## src/rtl/seq_mult_param_pkg.sv

```systemverilog
// Shared definitions for the sequential shift-add multiplier.
//   state_t : FSM state encoding (ST_IDLE, ST_CALC, ST_SIGN)
//   CNT_W() : width of the iteration counter for a given operand width
package mult_pkg;

    typedef enum logic [1:0] {
        ST_IDLE = 2'd0,
        ST_CALC = 2'd1,
        ST_SIGN = 2'd2
    } state_t;

    // One extra bit so the counter can represent WIDTH itself.
    function automatic int CNT_W(input int width);
        return $clog2(width) + 1;
    endfunction

endpackage

```

## src/rtl/mult_cond_neg.sv

```systemverilog
// Conditional two's-complement negation: y = neg ? -x : x.
//   x   : input value (W bits)
//   neg : 1 = negate
//   y   : result (W bits); -(-2^(W-1)) wraps to 2^(W-1), which callers
//         read as an unsigned magnitude
module mult_cond_neg #(
    parameter int W = 8
) (
    input  logic [W-1:0] x,
    input  logic         neg,
    output logic [W-1:0] y
);

    assign y = neg ? (~x + 1'b1) : x;

endmodule

```

## src/rtl/seq_mult_param.sv

```systemverilog
// Parametrised sequential shift-add multiplier with signed/unsigned mode.
//   sys_clk, rst_n            : clock (rising edge), async active-low reset
//   start                     : request, sampled only in IDLE
//   signed_mode               : 1 = two's-complement operands (sampled with start)
//   multiplicand, multiplier  : operands (sampled with start)
//   busy                      : operation in progress (CALC or SIGN)
//   done                      : one-cycle pulse, product valid in the same cycle
//   product                   : 2*WIDTH-bit result, held until the next done
//   sign, zero                : flags for the held product
//
// Handshake: start is a request that is accepted on any rising edge where the
// FSM is in IDLE (including the cycle done is high); while busy is high start
// is ignored and operand changes have no effect. Exactly one done pulse follows
// each accepted start unless reset intervenes.
import mult_pkg::*;

module seq_mult_param #(
    parameter int WIDTH      = 8,
    parameter bit EARLY_TERM = 1'b0
) (
    input  logic                 sys_clk,
    input  logic                 rst_n,
    input  logic                 start,
    input  logic                 signed_mode,
    input  logic [WIDTH-1:0]     multiplicand,
    input  logic [WIDTH-1:0]     multiplier,
    output logic                 busy,
    output logic                 done,
    output logic [2*WIDTH-1:0]   product,
    output logic                 sign,
    output logic                 zero
);

    localparam int PW = 2 * WIDTH;
    localparam int CW = CNT_W(WIDTH);

    // state is the FSM observation point for checkers.
    state_t          state;
    state_t          state_next;

    logic [PW-1:0]    ma;
    logic [PW-1:0]    acc;
    logic [WIDTH-1:0] mb;
    logic [CW-1:0]    cnt;
    logic             neg;
    logic             mode;

    logic [WIDTH-1:0] mag_a;
    logic [WIDTH-1:0] mag_b;
    logic [PW-1:0]    res;
    logic [WIDTH-1:0] mb_shift;
    logic             calc_last;

    // Operand magnitudes; -2^(WIDTH-1) maps to 2^(WIDTH-1) as unsigned.
    mult_cond_neg #(.W(WIDTH)) u_mag_a (
        .x   (multiplicand),
        .neg (signed_mode & multiplicand[WIDTH-1]),
        .y   (mag_a)
    );

    mult_cond_neg #(.W(WIDTH)) u_mag_b (
        .x   (multiplier),
        .neg (signed_mode & multiplier[WIDTH-1]),
        .y   (mag_b)
    );

    // Sign fix-up of the accumulated magnitude; -0 stays 0.
    mult_cond_neg #(.W(PW)) u_fix (
        .x   (acc),
        .neg (neg),
        .y   (res)
    );

    assign mb_shift  = mb >> 1;
    // Last CALC cycle: WIDTH iterations done, or (early mode) no set bits
    // left after this cycle's shift. The first CALC cycle always runs.
    assign calc_last = (cnt == CW'(WIDTH - 1)) || (EARLY_TERM && (mb_shift == '0));
    assign busy      = (state != ST_IDLE);

    always_comb begin
        state_next = state;
        case (state)
            ST_IDLE: if (start) state_next = ST_CALC;
            ST_CALC: if (calc_last) state_next = ST_SIGN;
            ST_SIGN: state_next = ST_IDLE;
            default: state_next = ST_IDLE;
        endcase
    end

    always_ff @(posedge sys_clk or negedge rst_n) begin
        if (!rst_n) begin
            state   <= ST_IDLE;
            ma      <= '0;
            mb      <= '0;
            acc     <= '0;
            cnt     <= '0;
            neg     <= 1'b0;
            mode    <= 1'b0;
            done    <= 1'b0;
            product <= '0;
            sign    <= 1'b0;
            zero    <= 1'b0;
        end else begin
            state <= state_next;
            done  <= (state == ST_SIGN);
            case (state)
                ST_IDLE: begin
                    if (start) begin
                        ma   <= {{WIDTH{1'b0}}, mag_a};
                        mb   <= mag_b;
                        acc  <= '0;
                        cnt  <= '0;
                        neg  <= signed_mode & (multiplicand[WIDTH-1] ^ multiplier[WIDTH-1]);
                        mode <= signed_mode;
                    end
                end
                ST_CALC: begin
                    if (mb[0]) acc <= acc + ma;
                    ma  <= ma << 1;
                    mb  <= mb_shift;
                    cnt <= cnt + 1'b1;
                end
                ST_SIGN: begin
                    product <= res;
                    // Unsigned results may have the MSB set but are never negative.
                    sign    <= mode & res[PW-1];
                    zero    <= (res == '0);
                end
                default: ;
            endcase
        end
    end

endmodule
```

## config.mk

```make
export PLATFORM = sky130hd
export DESIGN_NAME = seq_mult_param
export DESIGN_NICKNAME = d
export VERILOG_FILES = /design/src/rtl/seq_mult_param_pkg.sv /design/src/rtl/mult_cond_neg.sv /design/src/rtl/seq_mult_param.sv
export SDC_FILE = /design/constraint.sdc
export NUM_CORES = 1
export LEC_CHECK = 0
export ABC_AREA = 1
export BUFFER_PORTS_ARGS = -buffer_cell sky130_fd_sc_hd__buf_4
export CAP_MARGIN = 20
export CORE_UTILIZATION = 50
export DETAILED_ROUTE_END_ITERATION = 12
export PLACE_DENSITY = 0.69
export SLEW_MARGIN = 20
export SYNTH_ARGS = -nofsm -noshare
export SYNTH_HDL_FRONTEND = slang
export SYNTH_HIERARCHICAL = 1
export SYNTH_SLANG_ARGS = --single-unit
```

## constraint.sdc

```tcl
create_clock -name sys_clk -period 2.45 [get_ports sys_clk]
set_input_delay 0.1225 -clock sys_clk [delete_from_list [all_inputs] [get_ports sys_clk]]
set_output_delay 0.1225 -clock sys_clk [all_outputs]
set_load 0.01 [all_outputs]
```

### After elaboration in Yosys (flattened, before gate mapping)

Cells that the tools add are included.

* bits in registers: 67
* bits of input ports: 20

* mux-type cells: 15
* add/sub/neg operators: 5
* equality and inequality tests: 6
* reduce and logical (&&, ||, !) cells: 8
* bitwise gates (word level): 8

Operator list (number)
* two-way mux 16 bit: 4
* case mux 16 bit (2 select lines): 2
* two-way mux 8 bit: 3
* adder 16 x 1 -> 16 bit (second input constant): 1
* adder 16 bit: 1
* adder 8 x 1 -> 8 bit (second input constant): 2
* logical NOT 16 bit: 1
* NOT 16 bit: 1
* NOT 8 bit: 2
* case mux 8 bit (2 select lines): 1
* case mux 4 bit (2 select lines): 1
* inequality test 2 bit (second input constant): 3
* AND reduction 2 bit: 3
* adder 4 x 1 -> 4 bit (second input constant): 1
* bitwise AND 1 bit: 4
* == test 4 x 3 -> 1 bit (second input constant): 1
* two-way mux 2 bit: 2
* two-way mux 4 bit: 1
* case mux 2 bit (2 select lines): 1
* nonzero test 2 bit: 2
* AND reduction 3 bit: 1
* == test 2 x 1 -> 1 bit (second input constant): 1
* == test 2 bit (second input constant): 1
* logical NOT 2 bit: 1
* bitwise XOR 1 bit: 1

### Logic depth before layout (Yosys ltp)

* depth in word-level cells: 5
* depth in mapped cells: 11
* mapped depth without buffers: 11

### Modules after synthesis

The synthesis kept the hierarchy.

By module, submodules not included
* seq_mult_param: cells each 460, area an instance 3733.6 um2, instances 1
* mult_cond_neg at u_fix: cells each 94, area an instance 475.5 um2, instances 1
* mult_cond_neg at u_mag_a ...: cells each 39, area an instance 195.2 um2, instances 2

### Worst setup path after synthesis

No wires, ideal clock.

* path type: reg-to-reg
* start point: reg acc[0]
* end point: reg zero
* cell stages (with the launch flop): 11
* arrival: 1613 ps
* library setup time: 83 ps
* period minus slack after synthesis: 1695 ps
* path buffers: 0
* slack: 755 ps
* cell sequence: dfrtp_1 -> inv_1 -> ha_1 -> nand3_2 -> o21bai_4 -> nand2_1 -> nand2_1 -> nand2_1 -> nor4_1 -> nand4_1 -> o21ai_0

* longest elaborated chain between the ends: 4

RTL lines
* start: declaration: RTL line seq_mult_param.sv:42 `logic [PW-1:0] acc;`
* start signal: assignment: RTL line seq_mult_param.sv:118 `if (mb[0]) acc <= acc + ma;`
* NOT 16 bit: RTL line mult_cond_neg.sv:14 `assign y = neg ? (~x + 1'b1) : x;`
* adder 16 x 1 -> 16 bit: RTL line mult_cond_neg.sv:14
* two-way mux 16 bit: RTL line mult_cond_neg.sv:14
* named net res[8]: RTL line seq_mult_param.sv:50 `logic [PW-1:0] res;`
* logical NOT 16 bit: RTL line seq_mult_param.sv:127 `zero <= (res == '0);`
* end signal: assignment: RTL line seq_mult_param.sv:127
* end: declaration: RTL line seq_mult_param.sv:31 `output logic zero`

The timed path passes the listed nets, and every way through them passes these cells.
A chain may end at the register's enable or synchronous reset.

### Worst setup path in the final report

Same ends and word-level chain as after synthesis.

==> results.toml <==
[setup_path]
crit_slowest_cell = "dfrtp_1"
worst-path-buf-inv = 1
start_kind = "register"
critical_path_class = "register to register"
critPathRequiredTime_ns = 2.71
crit_chain = "inv_1 > ha_1 > nand3_2 > o21bai_4 > nand2_1 > nand2_1 > nand2_1 > nor4_1 > nand4_1 > o21ai_0"
cp_max_fo = 9
slowest_delay_ns = 0.44
arrival_ns = 2.21
critPathMostFrequentCell = "nand2_1"
critPathCaptureType = "register"
critPathTopFamily = "simple AND/OR/NAND/NOR gates"

[clock_network]
clkSinkCount = 67
clock_path_buffers = 2
post_cts_buffers = 0
cts_tree = "done"
cts-root-buf = "clkbuf_8"
htreeDepth = 3
cts_made_buffers = 9
insertion_delay_ns = 0.35
cts.repair.resized = 0
cts.clk_slew.worst_paths_ns = 0.09

[place]
port_buffers = 39
detailedPlace.worstSlack_ns = 0.526
hpwlAfterDp_mm = 7.65
place_congestion = 0.882

[sta]
min_period_ns = 1.95
fin_ws_ns = 0.496
max_freq_ghz = 0.512
final-hold-violation-count = 0
setup_tns_ns = 0
finalCritPeriodShare = 0.797
rsz0062_at_grt = "false"
tightest_slew_ns = 0.818
worst_clock_skew_ns = 0.0148
maxSlewHeadroom = 0.455
finalSetupViolCount = 0
drv_slew = 0

[routing]
antenna_left = 0
drc_errors = 1
wire_per_inst_um = 12.8
vias = 4027
drt_iter0_markers = 122
firstDrtPassIters = 8
wirelength_mm = 10.0
via_per_inst = 5.16

[logic_synthesis]
synth_warnings = 6
synth-xor-area-share = 0.0286
yosys.area_share.simple = 0.332
async_flop_share = 1.00
syn_area_per_cell_sq_um = 7.28
synth_top_flop_cell = "dfrtp_1"
synthDistinctLibCells = 46
ys_ff_latch = 67
synth_compound_area_frac = 0.0971
synth-adder-area-share = 0.0560
synth_seq_area_share = 0.365
synth_nets = 672
netlist_area_sq_mm = 0.00460
synth_top_family_by_area = "simple AND/OR/NAND/NOR gates"
syn_inst = 632
synth_edf_count = 0
synthMuxAreaShare = 0

[worst_hold_path]
min_path_type = "input port to register"

[final_layout]
antenna_cells = 0
fillCellCount = 857
drive_gt1_frac = 0.134
utilization = 0.580
final_cell_mix = "nand2_1, inv_1, dfrtp_1"
mostFrequentLayoutCell = "nand2_1"
syn2layout_area_growth_pct = 11.0
fin_nets = 707

[die]
dieArea_sq_mm = 0.00959
die_h_um = 97.9
ios = 40
die_x_um = 97.9
num_rows = 34
start_util = 0.522
fp.coreArea_sq_mm = 0.00881

[power]
ir_drop_v = 0.000671
power_density_mw_per_mm2 = 1420
power_mw = 7.26
power_leakage_nw = 2.78

[run_status]
violations = "DRC"
outcome = "finished with violations"

[global_route]
track_usage = 0.233
grt_antenna_before_repair = 0
grt_pass1_vias = 4070
grt_pass1_wl_mm = 18.0
grt.overflow.total = 0
grt_max_degree = 68

[run]
max_cap_viol_count = 0
[worst min-delay path, cell delays in order]
cell and delay (ns):
buf_4 0.10, nand2_1 0.06, o21ai_0 0.07
[kinds of logic (layout without fill, tap and decap cells)]
| group | Yosys count | in the layout |
|---|---|---|
| fa+ha+maj | 20 | 20 |
| compound gates | 60 | 60 |
| flops | 67 | 67 |
| buf+inv | 119 | 159 |
| simple gates | 351 | 351 |
| xor+xnor | 15 | 15 |
[path summary, 6_finish.rpt]
check / start / end / slack [ns] / cells past startpoint
max reg2reg: acc[0]$_DFFE_PN0P_ / zero$_DFFE_PN0P_ / 0.50 / 10
max: acc[0]$_DFFE_PN0P_ / zero$_DFFE_PN0P_ / 0.50 / 10
max in group asynchronous: rst_n / cnt[2]$_DFFE_PN0P_ / 1.50 / 2
min in group asynchronous: rst_n / product[15]$_DFFE_PN0P_ / 0.41 / 2
min reg2reg: product[5]$_DFFE_PN0P_ / product[5]$_DFFE_PN0P_ / 0.47 / 2
min: signed_mode / mode$_DFFE_PN0P_ / 0.03 / 3
[where the power goes]
| part | switching [mW] | leakage [nW] | internal (mW) |
|---|---|---|---|
| Clock | 0.435 | 0.113 | 0.571 |
| Combinational | 2.66 | 1.83 | 1.56 |
| Sequential | 0.433 | 0.838 | 1.59 |
| Total | 3.53 | 2.78 | 3.73 |
[cells in the mapped netlist, types with 2 or more instances]
cell        n  area (sq um)
a21oi_1    11          55.1
a221oi_1    8          70.1
a221oi_2    5          75.1
buf_2       2          10.0
buf_4       7          52.6
buf_6       4          45.0
clkbuf_8    3          41.3
dfrtp_1    67          1680
ha_1       19           238
inv_1      96           360
inv_2       2          7.51
nand2_1   233           875
nand2_2     5          31.3
nand2_4     2          22.5
nand3_1    38           190
nand3b_1    7          52.6
nand4_1     4          25.0
nor2_1     27           101
nor2_2      7          43.8
nor2_8      2          40.0
nor3_1     18          90.1
nor4_1      4          25.0
o21ai_0    16          80.1
o21ai_1     3          15.0
o21ai_2     2          17.5
o22ai_1     7          43.8
xnor2_1     7          61.3
xor2_1      8          70.1
[layout make-up]
class,instances,area (sq um),area share
timing repair buffer,42,320,0.0628
multi-input combinational,446,2360,0.463
clock buffer,9,124,0.0243
clock inverter,7,92.6,0.0181
sequential,67,1680,0.329
inverter,101,394,0.0772
tap,108,135,0.0265
[what timing repair did]
item / 4_1_cts / 5_1_grt
setup endpoints to repair: 0 / 0
hold buffers: 2 / 0
hold endpoints to repair: 68 / 0
[metal layers]
layer	global-route usage	up-vias	routed length, um
met2	0.407	82	4860
li1	-	2071	-
met1	0.286	1857	4520
met3	0.0344	17	395
met5	0	-	0
met4	0.0967	0	230
[per-stage QoR]
stage | std cells | hold slack [ns] | cell area (sq um)
finish | 780 | 0.0284 | 5100
global route | 780 | 0.0562 | 5100
CTS | 780 | 0.0312 | 5100
detailed placement | 762 | 0.278 | 4870
global placement | 762 | 0.272 | 4870
floorplan | 632 | -0.173 | 4600
[state kept, by name, summed over array words and instances, names as in the netlist, 2 cells and up]
register,cells
acc,16
cnt,4
ma,16
mb,8
product,16
state,2
Power figures use the tool's default switching activity.
